### src/rtl/apb_mem_slave_p_if.sv
// APB-side bus bundle for apb_mem_slave_p.
// It carries the select/enable/address/data request fields and the ready/rdata/slverr response fields.
interface apb_mem_slave_p_if #(
  parameter int DATA_W = 8,
  parameter int ADDR_W = 8,
  parameter int SEL_W  = 2,
  parameter int WAIT_W = 8
);
  logic [SEL_W-1:0]  sel;
  logic              enable;
  logic              write;
  logic [ADDR_W-1:0] addr;
  logic [DATA_W-1:0] wdata;
  logic [WAIT_W-1:0] wait_cycles;
  logic              ready;
  logic [DATA_W-1:0] rdata;
  logic              slverr;

  modport master (
    output sel, enable, write, addr, wdata, wait_cycles,
    input  ready, rdata, slverr
  );

  modport slave (
    input  sel, enable, write, addr, wdata, wait_cycles,
    output ready, rdata, slverr
  );
endinterface

### src/rtl/apb_mem_slave_p.sv
// APB slave bridging one select code to a synchronous single-port memory.
// It adds wait states, a read-capture stage, an out-of-range error response and sticky protocol-violation detection.
module apb_mem_slave_p #(
  parameter int DATA_W = 8,
  parameter int ADDR_W = 8,
  parameter int SEL_W  = 2,
  parameter int ID     = 1,
  parameter int DEPTH  = 256,
  parameter int WAIT_W = 8
) (
  input  logic                clk,
  input  logic                reset,
  apb_mem_slave_p_if.slave    bus,
  output logic                proto_err,
  output logic                mem_ce,
  output logic                mem_wren,
  output logic                mem_rden,
  output logic [ADDR_W-1:0]   mem_addr,
  output logic [DATA_W-1:0]   mem_wdata,
  input  logic [DATA_W-1:0]   mem_rdata
);

  typedef enum logic [2:0] {
    ST_IDLE = 3'd0,
    ST_WAIT = 3'd1,
    ST_MEM  = 3'd2,
    ST_CAPT = 3'd3,
    ST_RESP = 3'd4
  } state_t;

  localparam logic [SEL_W-1:0] ID_CODE   = SEL_W'(ID);
  // One extra bit so DEPTH == 2**ADDR_W never flags an address as out of range.
  localparam logic [ADDR_W:0]  DEPTH_LIM = (ADDR_W+1)'(DEPTH);

  state_t            state_r, state_nxt_s;
  logic [WAIT_W-1:0] cnt_r, cnt_nxt_s;
  logic              wr_r, wr_nxt_s;
  logic              oor_r, oor_nxt_s;
  logic              viol_s;
  logic              hit_s, setup_s, access_s;

  logic              ready_r, ready_nxt_s;
  logic              slverr_r, slverr_nxt_s;
  logic              proto_err_r, proto_err_nxt_s;
  logic              ce_r, ce_nxt_s;
  logic              wren_r, wren_nxt_s;
  logic              rden_r, rden_nxt_s;
  logic [ADDR_W-1:0] addr_r, addr_nxt_s;
  logic [DATA_W-1:0] wdata_r, wdata_nxt_s;
  logic [DATA_W-1:0] rdata_r, rdata_nxt_s;

  assign hit_s    = (bus.sel == ID_CODE);
  assign setup_s  = hit_s && !bus.enable;
  assign access_s = hit_s && bus.enable;

  // State register with the per-transfer latch and wait counter
  always_ff @(posedge clk or negedge reset) begin
    if (!reset) begin
      state_r <= ST_IDLE;
      cnt_r   <= '0;
      wr_r    <= 1'b0;
      oor_r   <= 1'b0;
    end else begin
      state_r <= state_nxt_s;
      cnt_r   <= cnt_nxt_s;
      wr_r    <= wr_nxt_s;
      oor_r   <= oor_nxt_s;
    end
  end

  // Next-state logic; any loss of sel/enable after setup aborts to IDLE
  always_comb begin
    state_nxt_s = state_r;
    cnt_nxt_s   = cnt_r;
    wr_nxt_s    = wr_r;
    oor_nxt_s   = oor_r;
    viol_s      = 1'b0;
    case (state_r)
      ST_IDLE: begin
        if (setup_s) begin
          wr_nxt_s    = bus.write;
          oor_nxt_s   = ({1'b0, bus.addr} >= DEPTH_LIM);
          cnt_nxt_s   = bus.wait_cycles;
          state_nxt_s = (bus.wait_cycles != '0) ? ST_WAIT : ST_MEM;
        end else begin
          viol_s = access_s;
        end
      end
      ST_WAIT: begin
        if (!access_s) begin
          state_nxt_s = ST_IDLE;
          cnt_nxt_s   = '0;
          viol_s      = 1'b1;
        end else begin
          cnt_nxt_s   = cnt_r - WAIT_W'(1);
          state_nxt_s = (cnt_r == WAIT_W'(1)) ? ST_MEM : ST_WAIT;
        end
      end
      ST_MEM: begin
        if (!access_s) begin
          state_nxt_s = ST_IDLE;
          viol_s      = 1'b1;
        end else begin
          state_nxt_s = (!oor_r && !wr_r) ? ST_CAPT : ST_RESP;
        end
      end
      ST_CAPT: begin
        if (!access_s) begin
          state_nxt_s = ST_IDLE;
          viol_s      = 1'b1;
        end else begin
          state_nxt_s = ST_RESP;
        end
      end
      ST_RESP: begin
        state_nxt_s = ST_IDLE;
      end
      default: begin
        state_nxt_s = ST_IDLE;
        cnt_nxt_s   = '0;
      end
    endcase
  end

  // Output decode from the next state so every output comes straight off a flop
  always_comb begin
    ce_nxt_s        = (state_nxt_s == ST_MEM) && !oor_nxt_s;
    wren_nxt_s      = ce_nxt_s && wr_nxt_s;
    rden_nxt_s      = ce_nxt_s && !wr_nxt_s;
    ready_nxt_s     = (state_nxt_s == ST_RESP);
    slverr_nxt_s    = ready_nxt_s && oor_nxt_s;
    proto_err_nxt_s = proto_err_r || viol_s;
    if ((state_r == ST_IDLE) && setup_s) begin
      addr_nxt_s  = bus.addr;
      wdata_nxt_s = bus.wdata;
    end else begin
      addr_nxt_s  = addr_r;
      wdata_nxt_s = wdata_r;
    end
    if ((state_r == ST_CAPT) && (state_nxt_s == ST_RESP)) begin
      rdata_nxt_s = mem_rdata;
    end else if (ready_nxt_s && oor_nxt_s && !wr_nxt_s) begin
      rdata_nxt_s = '0;
    end else begin
      rdata_nxt_s = rdata_r;
    end
  end

  // Output registers; asynchronous reset drops every strobe immediately
  always_ff @(posedge clk or negedge reset) begin
    if (!reset) begin
      ready_r     <= 1'b0;
      slverr_r    <= 1'b0;
      proto_err_r <= 1'b0;
      ce_r        <= 1'b0;
      wren_r      <= 1'b0;
      rden_r      <= 1'b0;
      addr_r      <= '0;
      wdata_r     <= '0;
      rdata_r     <= '0;
    end else begin
      ready_r     <= ready_nxt_s;
      slverr_r    <= slverr_nxt_s;
      proto_err_r <= proto_err_nxt_s;
      ce_r        <= ce_nxt_s;
      wren_r      <= wren_nxt_s;
      rden_r      <= rden_nxt_s;
      addr_r      <= addr_nxt_s;
      wdata_r     <= wdata_nxt_s;
      rdata_r     <= rdata_nxt_s;
    end
  end

  assign bus.ready  = ready_r;
  assign bus.slverr = slverr_r;
  assign bus.rdata  = rdata_r;
  assign proto_err  = proto_err_r;
  assign mem_ce     = ce_r;
  assign mem_wren   = wren_r;
  assign mem_rden   = rden_r;
  assign mem_addr   = addr_r;
  assign mem_wdata  = wdata_r;

endmodule

### src/flat_wrapper.sv
// flat-port wrapper written by rule: the top's interface ports become plain ports
module apb_mem_slave_p_flat 
#(
  parameter int DATA_W = 8,
  parameter int ADDR_W = 8,
  parameter int SEL_W  = 2,
  parameter int ID     = 1,
  parameter int DEPTH  = 256,
  parameter int WAIT_W = 8
)
  (clk, reset, proto_err, mem_ce, mem_wren, mem_rden, mem_addr, mem_wdata, mem_rdata, bus_sel, bus_enable, bus_write, bus_addr, bus_wdata, bus_wait_cycles, bus_ready, bus_rdata, bus_slverr);
  apb_mem_slave_p_if #(.DATA_W(DATA_W), .ADDR_W(ADDR_W), .SEL_W(SEL_W), .WAIT_W(WAIT_W)) bus_i ();
  input  logic clk;
  input  logic reset;
  output logic proto_err;
  output logic mem_ce;
  output logic mem_wren;
  output logic mem_rden;
  output logic [ADDR_W-1:0] mem_addr;
  output logic [DATA_W-1:0] mem_wdata;
  input  logic [DATA_W-1:0] mem_rdata;
  input wire logic [$bits(bus_i.sel)-1:0] bus_sel;
  input wire logic [$bits(bus_i.enable)-1:0] bus_enable;
  input wire logic [$bits(bus_i.write)-1:0] bus_write;
  input wire logic [$bits(bus_i.addr)-1:0] bus_addr;
  input wire logic [$bits(bus_i.wdata)-1:0] bus_wdata;
  input wire logic [$bits(bus_i.wait_cycles)-1:0] bus_wait_cycles;
  output wire logic [$bits(bus_i.ready)-1:0] bus_ready;
  output wire logic [$bits(bus_i.rdata)-1:0] bus_rdata;
  output wire logic [$bits(bus_i.slverr)-1:0] bus_slverr;
  assign bus_i.sel = bus_sel;
  assign bus_i.enable = bus_enable;
  assign bus_i.write = bus_write;
  assign bus_i.addr = bus_addr;
  assign bus_i.wdata = bus_wdata;
  assign bus_i.wait_cycles = bus_wait_cycles;
  assign bus_ready = bus_i.ready;
  assign bus_rdata = bus_i.rdata;
  assign bus_slverr = bus_i.slverr;
  apb_mem_slave_p #(.DATA_W(DATA_W), .ADDR_W(ADDR_W), .SEL_W(SEL_W), .ID(ID), .DEPTH(DEPTH), .WAIT_W(WAIT_W)) u_core (.clk(clk), .reset(reset), .bus(bus_i), .proto_err(proto_err), .mem_ce(mem_ce), .mem_wren(mem_wren), .mem_rden(mem_rden), .mem_addr(mem_addr), .mem_wdata(mem_wdata), .mem_rdata(mem_rdata));
endmodule
### config.mk
export PLATFORM = sky130hd
export DESIGN_NAME = apb_mem_slave_p_flat
export DESIGN_NICKNAME = d
export VERILOG_FILES = /design/src/rtl/apb_mem_slave_p_if.sv /design/src/rtl/apb_mem_slave_p.sv /design/src/flat_wrapper.sv
export SDC_FILE = /design/constraint.sdc
export NUM_CORES = 1
export LEC_CHECK = 0
export CORE_ASPECT_RATIO = 1.25
export CORE_MARGIN = 4
export CORE_UTILIZATION = 35
export CTS_BUF_LIST = sky130_fd_sc_hd__clkbuf_4
export DETAILED_ROUTE_END_ITERATION = 8
export PLACE_DENSITY = 0.62
export REMOVE_ABC_BUFFERS = 1
export SETUP_SLACK_MARGIN = 0.2
export SYNTH_ARGS = -nofsm -noshare
export SYNTH_HDL_FRONTEND = slang
export SYNTH_SLANG_ARGS = --single-unit
### constraint.sdc
create_clock -name clk -period 1.8 [get_ports clk]
set_input_delay 0.18 -clock clk [delete_from_list [all_inputs] [get_ports clk]]
set_output_delay 0.18 -clock clk [all_outputs]
set_load 0.005 [all_outputs]
======== Yosys cells after proc, flatten, opt, wreduce, memory -nomap -nowiden ========
Cells that the tools add are included.
W data, S select, Z words.
storage, ports and cells
  bits of input ports ..................... 38
  output and inout port bits .............. 30
  bits in registers ....................... 43
cells by class
  muxes and demuxes ....................... 20
  bitwise gates (word level) .............. 1
  add/subtract/negate cells ............... 1
  eq/ne operators ......................... 9
  reductions and logical operators ........ 22
operators by type and width
  cell                   number
  $mux W8                4
  $pmux W8 S3            1
  $mux W3                5
  $pmux W3 S4            1
  $logic_and A1 B1 Y1    10
  $eq A3 B2 Y1 const B   3
  $eq A8 B1 Y1 const B   1
  $reduce_bool A8 Y1     1
  $sub A8 B1 Y8 const B  1
  $eq A3 B3 Y1 const B   2
  $mux W1                6
  $reduce_or A3 Y1       2
  $logic_not A1 Y1       5
  $mux W2                2
  $eq A3 B1 Y1 const B   1
  $logic_not A3 Y1       1
  $eq A2 B1 Y1 const B   1
  $ne A2 B1 Y1 const B   1
  $pmux W1 S2            1
  $reduce_and A2 Y1      1
  $reduce_bool A2 Y1     1
  $logic_or A1 B1 Y1     1
  $not A1 Y1             1

======== Logic depth before layout (Yosys ltp) ========
Gate-level depths: netlist of the first run.
  depth after elaboration ................. 10
  mapped depth ............................ 6
  depth with buffers taken out ............ 6

======== Worst setup path before layout of the first run ========
No wires, ideal clock.
  kind .................................... register to register
  start ................................... register u_core.state_r[1]
  end ..................................... register u_core.wren_r, in the netlist u_core.mem_wren
  clock period less this slack ............ 1,538 ps
  setup time .............................. 73 ps
  buffers on the path ..................... 1
  arrival ................................. 1,465 ps
  stages on the path, launching flop included .. 6
  setup slack ............................. 262 ps
  cell sequence ........................... dfrtp_1 nand4bb_1 buf_2 nand4bb_1 a222oi_1 nor2b_1
on the way
  word-level cells in the longest chain between the ends .. 5
RTL lines
  element                                           line                    text
  from (decl)                                       apb_mem_slave_p.sv:35   state_t state_r, state_nxt_s;
  from (signal assigned)                            apb_mem_slave_p.sv:64   state_r <= state_nxt_s;
  $eq A3 B2 Y1 (tied with other cells)              apb_mem_slave_p.sv:78   case (state_r)
  $pmux W3 S4 or $mux W1 (tied branches)            apb_mem_slave_p.sv:78
  $eq A3 B2 Y1 or $logic_not A1 Y1 (tied branches)  apb_mem_slave_p.sv:127  ce_nxt_s = (state_nxt_s == ST_MEM) && !oor_nxt_s;
  $logic_and A1 B1 Y1 *                             apb_mem_slave_p.sv:127
  via u_core.ce_nxt_s                               apb_mem_slave_p.sv:45   logic ce_r, ce_nxt_s;
  $logic_and A1 B1 Y1 *                             apb_mem_slave_p.sv:128  wren_nxt_s = ce_nxt_s && wr_nxt_s;
  via u_core.wren_nxt_s                             apb_mem_slave_p.sv:46   logic wren_r, wren_nxt_s;
  to (signal assigned)                              apb_mem_slave_p.sv:166  wren_r <= wren_nxt_s;
  to (decl)                                         apb_mem_slave_p.sv:46
The timed path passes the listed nets; every way through them passes the cells marked *.
A chain may end at the register's enable or synchronous reset.

======== Worst setup path after layout of the first run ========
  start ................................... register u_core.cnt_r[1]
  end ..................................... register u_core.cnt_r[6]
on the way
  word-level cells in the longest chain between the ends .. 3
RTL lines
  element                 line                   text
  from (decl)             apb_mem_slave_p.sv:36  logic [WAIT_W-1:0] cnt_r, cnt_nxt_s;
  from (signal assigned)  apb_mem_slave_p.sv:65  cnt_r <= cnt_nxt_s;
  $sub A8 B1 Y8           apb_mem_slave_p.sv:95  cnt_nxt_s = cnt_r - WAIT_W'(1);
  $mux W8                 apb_mem_slave_p.sv:90  if (!access_s) begin
  $pmux W8 S3             apb_mem_slave_p.sv:78
No other way between the ends.

==> results of run 1 <==
==> layer usage <==
layer  routed length, um  track usage [%]  vias up
met2                2676            27.44       66
li1                    -                -      761
met1                2068            18.18      803
met4                  57            5.589        0
met3                 482            7.238        4
met5                   0                0        -
==> what timing repair did <==
| item | in CTS | in global routing |
|---|---|---|
| pin swaps | 2 | 3 |
| resized for setup | 17 | 7 |
| hold endpoints to repair | 23 | 0 |
| setup endpoints to repair | 20 | 18 |
| setup buffers | 9 | 5 |
| hold buffers | 1 | 0 |
==> state kept, by name, indices dropped and copies added, names as in the netlist <==
name and flops:
u_core.bus.slverr 1, u_core.proto_err 1, u_core.mem_wren 1, u_core.mem_wdata 8
u_core.mem_addr 8, u_core.cnt_r 8, u_core.mem_rden 1, u_core.oor_r 1
u_core.bus.rdata 8, u_core.state_r 3, u_core.bus.ready 1, u_core.wr_r 1
u_core.mem_ce 1
==> through the flow <==
stage	total power [mW]	util (%)	cells	area (um2)	hold slack (ps)
2_1_floorplan	1.369	-	147	1864	-115.6
3_3_place_gp	1.704	52.33	287	2715	200.8
3_5_place_dp	1.729	52.33	287	2715	209.0
4_1_cts	2.267	56.45	305	2929	355.0
5_1_grt	2.396	57.82	310	3000	368.6
6_report	2.272	57.82	310	3000	352.3
==> cells by family after synthesis <==
| family | Yosys count | synth area share [%] |
|---|---|---|
| adder cells (fa/ha/maj) | 2 | 1.312 |
| buffers and inverters | 14 | 3.609 |
| XOR/XNOR | 1 | 0.4594 |
| AO/OA/AOI/OAI | 39 | 14.96 |
| AND/OR/NAND/NOR | 38 | 13.26 |
| flip-flops | 43 | 56.43 |
| multiplexers | 17 | 9.974 |
==> placed cells by master, fill, tap and decap left out, types with 3 or more instances in the layout <==
| cell | instances |
|---|---|
| sky130_fd_sc_hd__a32oi_1 | 5 |
| sky130_fd_sc_hd__mux2_2 | 16 |
| sky130_fd_sc_hd__buf_4 | 23 |
| sky130_fd_sc_hd__clkdlybuf4s50_1 | 66 |
| sky130_fd_sc_hd__nor3_1 | 6 |
| sky130_fd_sc_hd__a21oi_1 | 3 |
| sky130_fd_sc_hd__inv_1 | 5 |
| sky130_fd_sc_hd__a22o_1 | 8 |
| sky130_fd_sc_hd__dfrtp_2 | 3 |
| sky130_fd_sc_hd__a211oi_1 | 3 |
| sky130_fd_sc_hd__clkbuf_4 | 6 |
| sky130_fd_sc_hd__dfrtp_1 | 40 |
| sky130_fd_sc_hd__o21ai_0 | 10 |
| sky130_fd_sc_hd__nor2_1 | 3 |
==> final cells by class <==
class                      count  area (um2)
multi-input combinational     97       870.8
fill                         431        2188
tap                           62       77.57
clock inverter                 2       12.51
sequential                    43        1080
timing repair buffer          93       888.4
clock buffer                   6       45.04
inverter                       7       26.28
==> where the power goes <==
part | switching, mW | total [mW] | internal, mW
sequential | 0.103 | 1.19 | 1.08
combinational | 0.230 | 0.612 | 0.381
clock | 0.309 | 0.475 | 0.166
==> critical path, stage by stage, from the launching register on <==
cell,delay [ps]
sky130_fd_sc_hd__dfrtp_1,380
sky130_fd_sc_hd__inv_2,60
sky130_fd_sc_hd__buf_4,140
sky130_fd_sc_hd__ha_2,190
sky130_fd_sc_hd__nor3b_2,150
sky130_fd_sc_hd__buf_4,150
sky130_fd_sc_hd__a211oi_1,270
sky130_fd_sc_hd__o21ai_0,140
sky130_fd_sc_hd__o21ai_0,130
==> worst max-delay path by stage <==
stage / from / endpoint / slack, ps
after detailed placement: bus_sel[0] / u_core.cnt_r[6] / -220
after global placement: bus_wait_cycles[5] / u_core.mem_wren / -60
after global routing: u_core.state_r[2] / u_core.mem_wren / 7
after floorplan: u_core.state_r[0] / u_core.mem_wren / 190
after CTS: u_core.cnt_r[1] / u_core.mem_wren / 170
final: u_core.cnt_r[1] / u_core.cnt_r[6] / 90
==> flow_metrics.py, run 1 <==
metrics = {
    "timing": {
        "setup_viol": 0,
        "report.final.slew_viol_count": 0,
        "final_hold_viol_count": 0,
        "relative_slew_slack_pct": 60.67,
        "achievable-frequency_mhz": 586.3,
        "finalSetupTns_ps": 0,
        "final_min_period_over_clock_period_pct": 94.76,
        "fin_worst_skew_ps": 17.53,
        "tightestPinTransition_ps": 589.9,
        "worst_slack_ps": 94.38,
        "rsz0062_at_grt": "true",
        "period_needed_ps": 1706,
    },
    "die": {
        "placementRows": 29,
        "die_w_um": 74.02,
        "top_level_ports": 68,
        "initial_core_util_pct": 36.75,
        "floorplan.core_area_um2": 5189,
        "die_ar_um2": 6701,
        "fp.dieH_um": 90.53,
    },
    "yosys": {
        "syn-instance-count": 154,
        "synth.most_common_cell": "sky130_fd_sc_hd__dfrtp_1",
        "synth_edf_count": 0,
        "synthDominantAreaCellType": "sky130_fd_sc_hd__dfrtp_1",
        "ys.warnings.count": 0,
        "postSynthRegisterBits": 43,
        "synthesis.area_per_instance_um2": 12.38,
        "synth_top_flop_cell": "sky130_fd_sc_hd__dfrtp_1",
        "synth.lib_cells_used.distinct": 43,
        "ys_top_cells_by_area": "sky130_fd_sc_hd__dfrtp_1, sky130_fd_sc_hd__mux2_2, sky130_fd_sc_hd__a22o_1, sky130_fd_sc_hd__o21ai_0, sky130_fd_sc_hd__a32oi_1",
        "netlist_top_cells_count": "sky130_fd_sc_hd__dfrtp_1, sky130_fd_sc_hd__mux2_2, sky130_fd_sc_hd__o21ai_0",
        "share_of_the_yosys_chip_area_belonging_to_registers_pct": 56.43,
        "yosysTopAreaCellShare_pct": 56.43,
        "synthesis.area_um2": 1907,
        "async_reset_ff_share_pct": 100.0,
    },
    "cts": {
        "cts.clk_slew.worst_paths_ps": 140,
        "cts_tree": "built",
        "cts_buffers": 5,
        "clock_insertion_delay_worst_skew_ps": 350,
        "tritoncts_num_sinks": 43,
        "cts-htree-levels": 2,
        "clock_tree.root_cell": "sky130_fd_sc_hd__clkbuf_4",
        "cts_max_path_bufs": 2,
    },
    "drt": {
        "drc_errors": 0,
        "drt-pass1-iter-count": 4,
        "drt-total-wl_um": 5284,
        "vias_per_cell": 5.271,
        "drt_iter0_markers": 76,
        "postRouteAntennaNets": 0,
        "via_count": 1634,
        "avgRoutedWirePerCell_um": 17.05,
    },
    "finish": {
        "final_layout_size_suffix_gt1_share_pct": 29.84,
        "insertedDiodeCount": 0,
        "finish.net_count": 287,
        "areaGrowthSynthToFinish_pct": 57.35,
    },
    "worst_setup_path": {
        "worst_reg2reg_startpoint": "u_core.cnt_r[1]",
        "end_kind": "register",
        "critical_path.startpoint_type": "register",
        "arrival_ps": 1950,
        "crit-reg2reg-capture": "u_core.cnt_r[6]",
        "worstPathMaxFanout": 4,
        "rrSetupSlack_ps": 90,
        "timing.critical_path.required_ps": 2050,
        "rr_worst_depth": 8,
        "timing_worst_setup_path_type": "reg -> reg",
    },
    "grt": {
        "globalRoute.totalOverflow": 0,
        "grt_pass1_wl_um": 8562,
        "grt_max_degree": 25,
        "first_global_vias": 1821,
        "grt_antenna_before_repair": 0,
        "grt.total_usage_pct": 16.43,
    },
    "place": {
        "port_buffers": 67,
        "dpl.hpwl_um": 3852,
        "gp_routability_congestion": 0.9012,
        "dp_worst_setup_slack_ps": -216.6,
    },
    "worst_hold_path": {
        "path_class_of_the_lowest_slack_min_delay_path": "in -> async",
    },
    "job": {
        "cap_violations": 0,
    },
    "run_status": {
        "outcome": "finished clean",
    },
    "power": {
        "power_per_standard_cell_area_nw_per_um2": 757.2,
        "power_leakage_nw": 1.263,
        "power.ir.vdd_worst_mv": 0.4755,
    },
}
No activity file was read; power rests on OpenSTA's default activity.
==> inputs of run 2 (changes only) <==
==> constraint.sdc (replaced) <==
create_clock -name clk -period 2.1 [get_ports clk]
set_input_delay 0.21 -clock clk [delete_from_list [all_inputs] [get_ports clk]]
set_output_delay 0.21 -clock clk [all_outputs]
set_load 0.005 [all_outputs]
==> flow_metrics.py, run 2 (same netlist as run 1, synthesis figures left out) <==
metrics = {
    "worst_setup_path": {
        "timing_worst_setup_path_type": "reg -> reg",
        "worstPathMaxFanout": 4,
        "worstPathCellList": "inv_1 > ha_1 > nor3b_1 > a211oi_1 > o21ai_0 > o21ai_0",
        "cpMaxStageDelayCell": "sky130_fd_sc_hd__nor3b_1",
        "arrival_ps": 1970,
        "cpPeakStageDelay_ps": 460,
        "critical_path.startpoint_type": "register",
        "end_kind": "register",
        "critPathMostFrequentCell": "sky130_fd_sc_hd__o21ai_0",
        "timing.critical_path.required_ps": 2310,
    },
    "drt": {
        "postRouteAntennaNets": 0,
        "drt_iter0_markers": 90,
        "drt-pass1-iter-count": 4,
        "avgRoutedWirePerCell_um": 16.82,
        "drc_errors": 0,
        "drt-total-wl_um": 4862,
        "via_count": 1574,
        "vias_per_cell": 5.446,
    },
    "timing": {
        "rsz0062_at_grt": "false",
        "fin_worst_skew_ps": 15.27,
        "setup_viol": 0,
        "finalSetupTns_ps": 0,
        "report.final.slew_viol_count": 0,
        "period_needed_ps": 1762,
        "tightestPinTransition_ps": 953.3,
        "final_hold_viol_count": 3,
        "final_min_period_over_clock_period_pct": 83.89,
        "relative_slew_slack_pct": 36.45,
        "hold_slack_ps": -2.214,
        "achievable-frequency_mhz": 567.7,
    },
    "cts": {
        "cts_buffers": 5,
        "tritoncts_num_sinks": 43,
        "cts_tree": "built",
        "cts.clk_slew.worst_paths_ps": 120,
        "ctsHoldBuffers": 0,
        "clock_insertion_delay_worst_skew_ps": 350,
        "clock_tree.root_cell": "sky130_fd_sc_hd__clkbuf_4",
        "cts-htree-levels": 2,
        "cts_max_path_bufs": 2,
    },
    "job": {
        "cap_violations": 0,
    },
    "die": {
        "top_level_ports": 68,
        "initial_core_util_pct": 36.75,
        "die_w_um": 74.02,
        "placementRows": 29,
        "floorplan.core_area_um2": 5189,
        "fp.dieH_um": 90.53,
        "die_ar_um2": 6701,
    },
    "finish": {
        "fillCellCount": 459,
        "final_layout_size_suffix_gt1_share_pct": 16.30,
        "final_cell_mix": "sky130_fd_sc_hd__clkdlybuf4s50_1, sky130_fd_sc_hd__dfrtp_1, sky130_fd_sc_hd__mux2_2, sky130_fd_sc_hd__o21ai_0, sky130_fd_sc_hd__a22o_1",
        "finalCoreUtilization_pct": 52.71,
        "layout.cells.most_common": "sky130_fd_sc_hd__clkdlybuf4s50_1",
        "areaGrowthSynthToFinish_pct": 43.44,
        "insertedDiodeCount": 0,
        "finish.net_count": 266,
    },
    "grt": {
        "first_global_vias": 1658,
        "grt.total_usage_pct": 15.23,
        "grt_pass1_wl_um": 7955,
        "grt_max_degree": 44,
        "globalRoute.totalOverflow": 0,
        "grt_antenna_before_repair": 0,
    },
    "power": {
        "power.ir.vdd_worst_mv": 0.4398,
        "power_leakage_nw": 1.152,
        "power_per_standard_cell_area_nw_per_um2": 719.1,
    },
    "run_status": {
        "violations_in_the_final_reports": "hold timing",
        "outcome": "finished with violations",
    },
    "place": {
        "port_buffers": 67,
        "dpl.hpwl_um": 3616,
        "gp_routability_congestion": 0.8588,
    },
    "worst_hold_path": {
        "path_class_of_the_lowest_slack_min_delay_path": "in -> async",
    },
}
-- run 2: cell count changes in the layout (fill, tap and decap cells not counted), sizes merged --
cell and delta:
bufinv +1, clkinvlp -1, clkinv +1, clkbuf -1
dlygate4sd3 -1, buf -20
-- run 2: repair_timing --
item                                    in CTS  in global routing
endpoints found under the setup margin       0                  9
gates resized for setup                      0                  2
setup buffers                                0                  1
hold endpoints to repair                     0                  0
-- run 2: power by group --
part	switching [mW]	internal, mW
registers	0.0739	0.928
clock network	0.274	0.245
logic	0.171	0.275
-- run 2: layer usage --
layer	wire length, um	global-route usage (%)	vias to the layer above	share of wire, %
li1	-	-	724	-
met1	1911	17.94	772	39
met2	2352	23.96	71	48
met3	516	7.127	7	11
met4	81	5.287	0	1.7
met5	0	0	-	0
-- run 2: per-stage QoR --
stage,instance area (um2),power (mW),std cells,hold slack [ps],worst slack (ps)
2_1_floorplan,1864,1.173,147,-85.59,493.0
3_3_place_gp,2638,1.442,280,403.0,192.8
6_report,2735,1.967,289,-2.214,338.4
5_1_grt,2735,2.086,289,63.12,182.0
4_1_cts,2714,1.986,288,26.89,249.6
3_5_place_dp,2638,1.461,280,428.1,52.24
-- run 2: worst paths after layout --
check,from,endpoint,slack (ps),cells past startpoint
max,u_core.cnt_r[0],u_core.cnt_r[6],340,6
max in group asynchronous,reset,u_core.mem_ce,1510,1
min in group clk,mem_rdata[1],u_core.bus.rdata[1],450,2
min reg2reg,u_core.proto_err,u_core.proto_err,520,1
max reg2reg,u_core.cnt_r[0],u_core.cnt_r[6],340,6
min,reset,u_core.cnt_r[5],-2,1
-- run 2: critical path, delay by kind of cell (launching register included) --
family,cells,cell delay [ps]
adders and majority gates,1,210
DFF,1,430
buffers and inverters,1,130
and+or+nand+nor,1,460
AOI/OAI and AO/OA,3,420
-- run 2: final cells by class --
cell class | instances | area (um2) | share of cell area, %
Clock buffer | 5 | 37.54 | 1.372
Clock inverter | 3 | 38.79 | 1.418
Inverter | 7 | 26.28 | 0.9607
Multi-Input combinational cell | 97 | 775.7 | 28.36
Sequential cell | 43 | 1076 | 39.34
Tap cell | 62 | 77.57 | 2.836
Timing Repair Buffer | 72 | 703.2 | 25.71
==> inputs of run 3 (changes only) <==
==> constraint.sdc (replaced) <==
create_clock -name clk -period 1.8 [get_ports clk]
set_input_delay 0.18 -clock clk [delete_from_list [all_inputs] [get_ports clk]]
set_output_delay 0.18 -clock clk [all_outputs]
set_load 0.005 [all_outputs]
==> results of run 3 <==
No change in the layout: final DEF, timing and power equal those of run 1.
